==> config.mk <==
export PLATFORM = sky130hd
export DESIGN_NAME = drbg_key_slicer
export DESIGN_NICKNAME = d
export VERILOG_FILES = /design/src/rtl/drbg_key_slicer.sv
export SDC_FILE = /design/constraint.sdc
export NUM_CORES = 1
export LEC_CHECK = 0
export BUFFER_PORTS_ARGS = -buffer_cell sky130_fd_sc_hd__buf_2
export CAP_MARGIN = 10
export CORE_UTILIZATION = 35
export DETAILED_ROUTE_END_ITERATION = 6
export SYNTH_ARGS = -nofsm -noshare
export SYNTH_HDL_FRONTEND = slang
export SYNTH_SLANG_ARGS = --single-unit
==> constraint.sdc <==
create_clock -name clk -period 13.5 [get_ports clk]
set_input_delay 1.35 -clock clk [delete_from_list [all_inputs] [get_ports clk]]
set_output_delay 1.35 -clock clk [all_outputs]
set_load 0.01 [all_outputs]
==> src/rtl/drbg_key_slicer.sv <==
// drbg_key_slicer
//   Buffers 256-bit words from hash_drbg and hands out one KEY_W-bit
//   scrambling key per video line, least-significant slice first. Hides the
//   DRBG's multi-cycle latency behind a DEPTH-word buffer so the line-rate
//   key deadline is met.
//
// Ports
//   clk          in   single clock, posedge
//   reset        in   synchronous active-high reset
//   init_ready   in   DRBG instantiated (level); arms the block
//   random_bits  in   256-bit DRBG word, taken on the rising edge of next_ready
//   next_ready   in   DRBG word-ready; only its rising edge matters
//   next         out  request level to the DRBG, high while a slot is free
//   line_start   in   one-cycle pulse per video line
//   key          out  registered key for the current line
//   key_valid    out  one-cycle pulse when a key is delivered
//   underflow    out  sticky: a line_start found the buffer empty
//   level        out  number of buffered words
module drbg_key_slicer #(
  parameter int KEY_W = 16,
  parameter int DEPTH = 2
) (
  input  logic                       clk,
  input  logic                       reset,
  input  logic                       init_ready,
  input  logic [255:0]               random_bits,
  input  logic                       next_ready,
  output logic                       next,
  input  logic                       line_start,
  output logic [KEY_W-1:0]           key,
  output logic                       key_valid,
  output logic                       underflow,
  output logic [$clog2(DEPTH+1)-1:0] level
);

  localparam int S     = 256 / KEY_W;
  localparam int IDX_W = (S > 1) ? $clog2(S) : 1;
  localparam int PTR_W = (DEPTH > 1) ? $clog2(DEPTH) : 1;
  localparam int LVL_W = $clog2(DEPTH + 1);

  typedef enum logic [1:0] {IDLE, FILL, FULL} state_t;

  state_t             state;
  logic               nr_d;
  logic               vld_p0;
  logic [255:0]       word_p0;
  logic [255:0]       mem [DEPTH];
  logic [PTR_W-1:0]   wr_ptr;
  logic [PTR_W-1:0]   rd_ptr;
  logic [IDX_W-1:0]   idx;

  logic               armed;
  logic               slice;
  logic               pop;
  logic               push;
  logic [LVL_W-1:0]   level_nxt;
  logic [255:0]       rd_word;
  logic [7:0]         off;

  function automatic logic [PTR_W-1:0] ptr_inc(input logic [PTR_W-1:0] p);
    if (p == PTR_W'(DEPTH - 1)) return '0;
    return p + 1'b1;
  endfunction

  always_comb begin
    armed     = (state != IDLE);
    slice     = armed && line_start && (level != '0);
    pop       = slice && (idx == IDX_W'(S - 1));
    // A retiring slice frees its slot in the same cycle, so a full buffer
    // can still accept the word that arrives on that edge.
    push      = armed && vld_p0 && ((level != LVL_W'(DEPTH)) || pop);
    level_nxt = level;
    if (push && !pop)      level_nxt = level + 1'b1;
    else if (pop && !push) level_nxt = level - 1'b1;
    rd_word   = mem[rd_ptr];
    off       = 8'(32'(idx) * KEY_W);
  end

  // Stage p0: detect the next_ready rising edge and hold the word beside it
  always_ff @(posedge clk) begin
    if (reset) begin
      nr_d   <= 1'b0;
      vld_p0 <= 1'b0;
    end else begin
      nr_d   <= next_ready;
      vld_p0 <= next_ready & ~nr_d;
    end
  end

  always_ff @(posedge clk) begin
    word_p0 <= random_bits;
  end

  // Stage p1: buffer write, slice read and request FSM
  always_ff @(posedge clk) begin
    if (push) mem[wr_ptr] <= word_p0;
  end

  always_ff @(posedge clk) begin
    if (reset) begin
      state     <= IDLE;
      next      <= 1'b0;
      key       <= '0;
      key_valid <= 1'b0;
      underflow <= 1'b0;
      level     <= '0;
      idx       <= '0;
      wr_ptr    <= '0;
      rd_ptr    <= '0;
    end else begin
      key_valid <= slice;
      if (slice) begin
        key <= rd_word[off +: KEY_W];
        if (pop) begin
          idx    <= '0;
          rd_ptr <= ptr_inc(rd_ptr);
        end else begin
          idx <= idx + 1'b1;
        end
      end
      if (armed && line_start && (level == '0)) underflow <= 1'b1;
      if (push) wr_ptr <= ptr_inc(wr_ptr);
      level <= level_nxt;

      // next is registered from the post-update count so it drops on the
      // same edge the last slot fills.
      case (state)
        IDLE: begin
          if (init_ready) begin
            state <= FILL;
            next  <= 1'b1;
          end
        end
        FILL: begin
          if (level_nxt == LVL_W'(DEPTH)) begin
            state <= FULL;
            next  <= 1'b0;
          end else begin
            next  <= 1'b1;
          end
        end
        FULL: begin
          if (level_nxt < LVL_W'(DEPTH)) begin
            state <= FILL;
            next  <= 1'b1;
          end else begin
            next  <= 1'b0;
          end
        end
        default: begin
          state <= IDLE;
          next  <= 1'b0;
        end
      endcase
    end
  end

endmodule

==> reports/qor.txt <==
GRT Total Usage = 0.150
Cts bufs inserted = 82
Register area share after synthesis = 0.822
Crit. End Element = flop
Setup violations, final = 0
Leakage = 0.0107 µW
Later-pin clock latency in the skew report = 0.63 ns
Worst hold path class = flop to flop
Critical path class = flop to flop
Initial antenna violation count = 1
Final setup TNS = 0 ns
# rows = 99
Vias in the first global route = 12700
Cell internal pwr = 4180 µW
Area of the multi-input gates = 4350 µm²
Flops & latches, synth = 800
R2R Setup Slk = 8.80 ns
Max FO, Critical Path = 181
Clock network fraction of total power = 0.433
Synth area leader = edfxtp_1
Cell Area, Placed = 28200 µm²
Sequential share of power = 0.525
PD cells = 170 nW/µm²
IO Port Bufs = 281
Area growth, synth to finish = 20.7%
CTS Sinks = 800
Period utilization = 0.348
Fin area = 31100 µm²
Clock Tree Buf Depth = 3
VDD IR max = 0.000111 V
F_max = 0.213 GHz
Ys Warns = 0
Initial core utilization = 0.353
Final Max Slew Viols = 0
RSZ-0062 raised after global routing = false
Max-capacitance violation count = 0
Yosys top cell area share = 0.598
Critical Path RT = 13.73 ns
# fillers = 6379
Logic gate share of total power = 0.042
Slew Limit Headroom = 0.180
Mapped Area = 25700 µm²
Die ar. = 74600 µm²
Die Y = 273 µm
Syn Nets = 1477
Post-cts sizing count = 0
Sequential cell area = 21200 µm²
Mapped Cells = 1213
Grt ovf = 0
Final core occ = 0.426
I/O pin cnt = 282
CTS tree = yes
Largest net degree at the start of global routing = 182
WP data arrival = 4.93 ns
Setup Skew = 0.0289 ns
Hpwl dp = 35600 µm
Total number of vias = 11900
Final Hold Fails = 0
Drt drc = 0
CTS Hold Bufs = 0
Mapped Avg Cell Area = 21.2 µm²
Slew @ Worst Pin = 1.23 ns
CTS clk-pin slew, worst paths = 0.06 ns
Post CTS Setup Buffer Count = 0
WL/cell = 21.8 µm
Status = finished clean
Post-route ant nets = 0
CTS Root Buffer Type = clkbuf_16
Yosys cell types = 38
Min cycle time layout = 4.70 ns
Share of cells above drive strength 1 = 0.358
Routed Wire Length = 55800 µm
Iter 0 DRT Violations = 872
Critical path launch point type = flop
Via density = 4.66
Pre-Repair DR Iteration Count = 4
Final GP Congestion = 0.732
Final #Nets = 1796
H-tree levels = 3
First-pass GRT wire length = 80700 µm
Core ar. = 72800 µm²
Die width = 273 µm
Net Sw Power = 1090 µW
Largest cells by area after synthesis = edfxtp_1 60%, dfxtp_1 22%, mux4_2 11%
Sw Ratio = 0.208
state kept, by name, summed over array words and instances (netlist names), named ones only:
register	cells
mem	512
nr_d	1
wr_ptr	1
key	16
vld_p0	1
underflow	1
key_valid	1
word_p0	256
next	1
rd_ptr	1
state	2
level	2
idx	4
final cells by class:
cell class	instances	share of cell area
well taps	959	0.0386
diodes	1	0.0000806
flip-flops and latches	800	0.681
clock inverters	33	0.0102
repair buffers	292	0.0488
multi-input cells	351	0.140
clock buffers	121	0.0804
inverters	5	0.000604
stage by stage:
| step | total power (µW) | setup WS, ns | hold WS (ns) | cells |
|---|---|---|---|---|
| final | 5270 | 8.80 | 0.382 | 2562 |
| after CTS | 5340 | 8.77 | 0.383 | 2561 |
| after detailed placement | 3040 | 8.69 | 0.377 | 2407 |
| after global placement | 3030 | 8.65 | 0.378 | 2407 |
| after global routing | 5460 | 8.40 | 0.387 | 2561 |
| after floorplan | 2930 | 4.18 | 0.367 | 1213 |
routing by layer:
metal	track usage	up-vias	wire length (µm)
li1	-	5448	-
met1	0.195	6096	23900
met2	0.244	309	27400
met3	0.0351	79	3240
met4	0.0545	0	1200
met5	0	-	0
cells in the final DEF (no fill, tap or decap), drive strengths merged, types with 2 or more instances in the layout:
cell       n
inv       13
dfxtp    288
mux2       2
mux4     128
nor2      29
edfxtp   512
clkbuf   121
and2       2
o31ai      2
o21ai     19
clkinv    20
mux2i     32
nand2     39
or3        3
bufinv     4
nor2b      4
o2111ai   16
buf      292
xnor2      3
a221oi    17
ha         3
nor3      19
a21oi     22
xor2       2
Yosys cell counts, drive strengths merged:
cell	number
a21oi	22
dfxtp	288
xnor2	3
o21ai	19
nor3	19
o21bai	1
mux2i	32
nor4	1
edfxtp	512
or2	1
ha	3
clkbuf	33
nand2b	1
nand3	1
o2111ai	16
inv	5
o221ai	1
buf	24
nor2b	4
xor2	2
a2111oi	1
a31oi	1
mux2	2
mux4	128
or3	3
nor2	29
a221oi	17
a21boi	1
and2	2
nand2	39
o31ai	2
logic make-up (layout without fill, tap and decap cells):
| logic type | count (synthesis) | in the layout | synth area share |
|---|---|---|---|
| buf+inv | 62 | 451 | 0.0102 |
| flops | 800 | 800 | 0.822 |
| other cells | 0 | 1 | 0 |
| fa+ha+maj | 3 | 3 | 0.00146 |
| mux | 162 | 162 | 0.126 |
| xor+xnor | 5 | 5 | 0.00170 |
| compound gates | 81 | 81 | 0.0225 |
| simple gates | 100 | 100 | 0.0171 |
critical path, stage by stage, from the launching register on:
cell	delay, ns
dfxtp_4	0.33
buf_4	0.66
nand3_1	0.31
or3_1	0.51
a21oi_1	0.33
nor2b_4	0.23
buf_12	0.55
buf_4	0.96
power by group through the flow:
stage          Sequential [µW]  Clock [µW]  Combinational [µW]
6_report                  2770        2280                 219
5_1_grt                   2780        2440                 238
4_1_cts                   2770        2350                 224
3_5_place_dp              2820           0                 223
3_3_place_gp              2810           0                 220
2_1_floorplan             2820           0                 116
path summary, 6_finish.rpt:
kind,startpoint,end,depth (start not counted)
min reg2reg,nr_d,vld_p0,1
max reg2reg,idx[2],mem[0][112],7
min,nr_d,vld_p0,1
max,idx[2],mem[0][112],7
(Power assumes the default switching activity.)
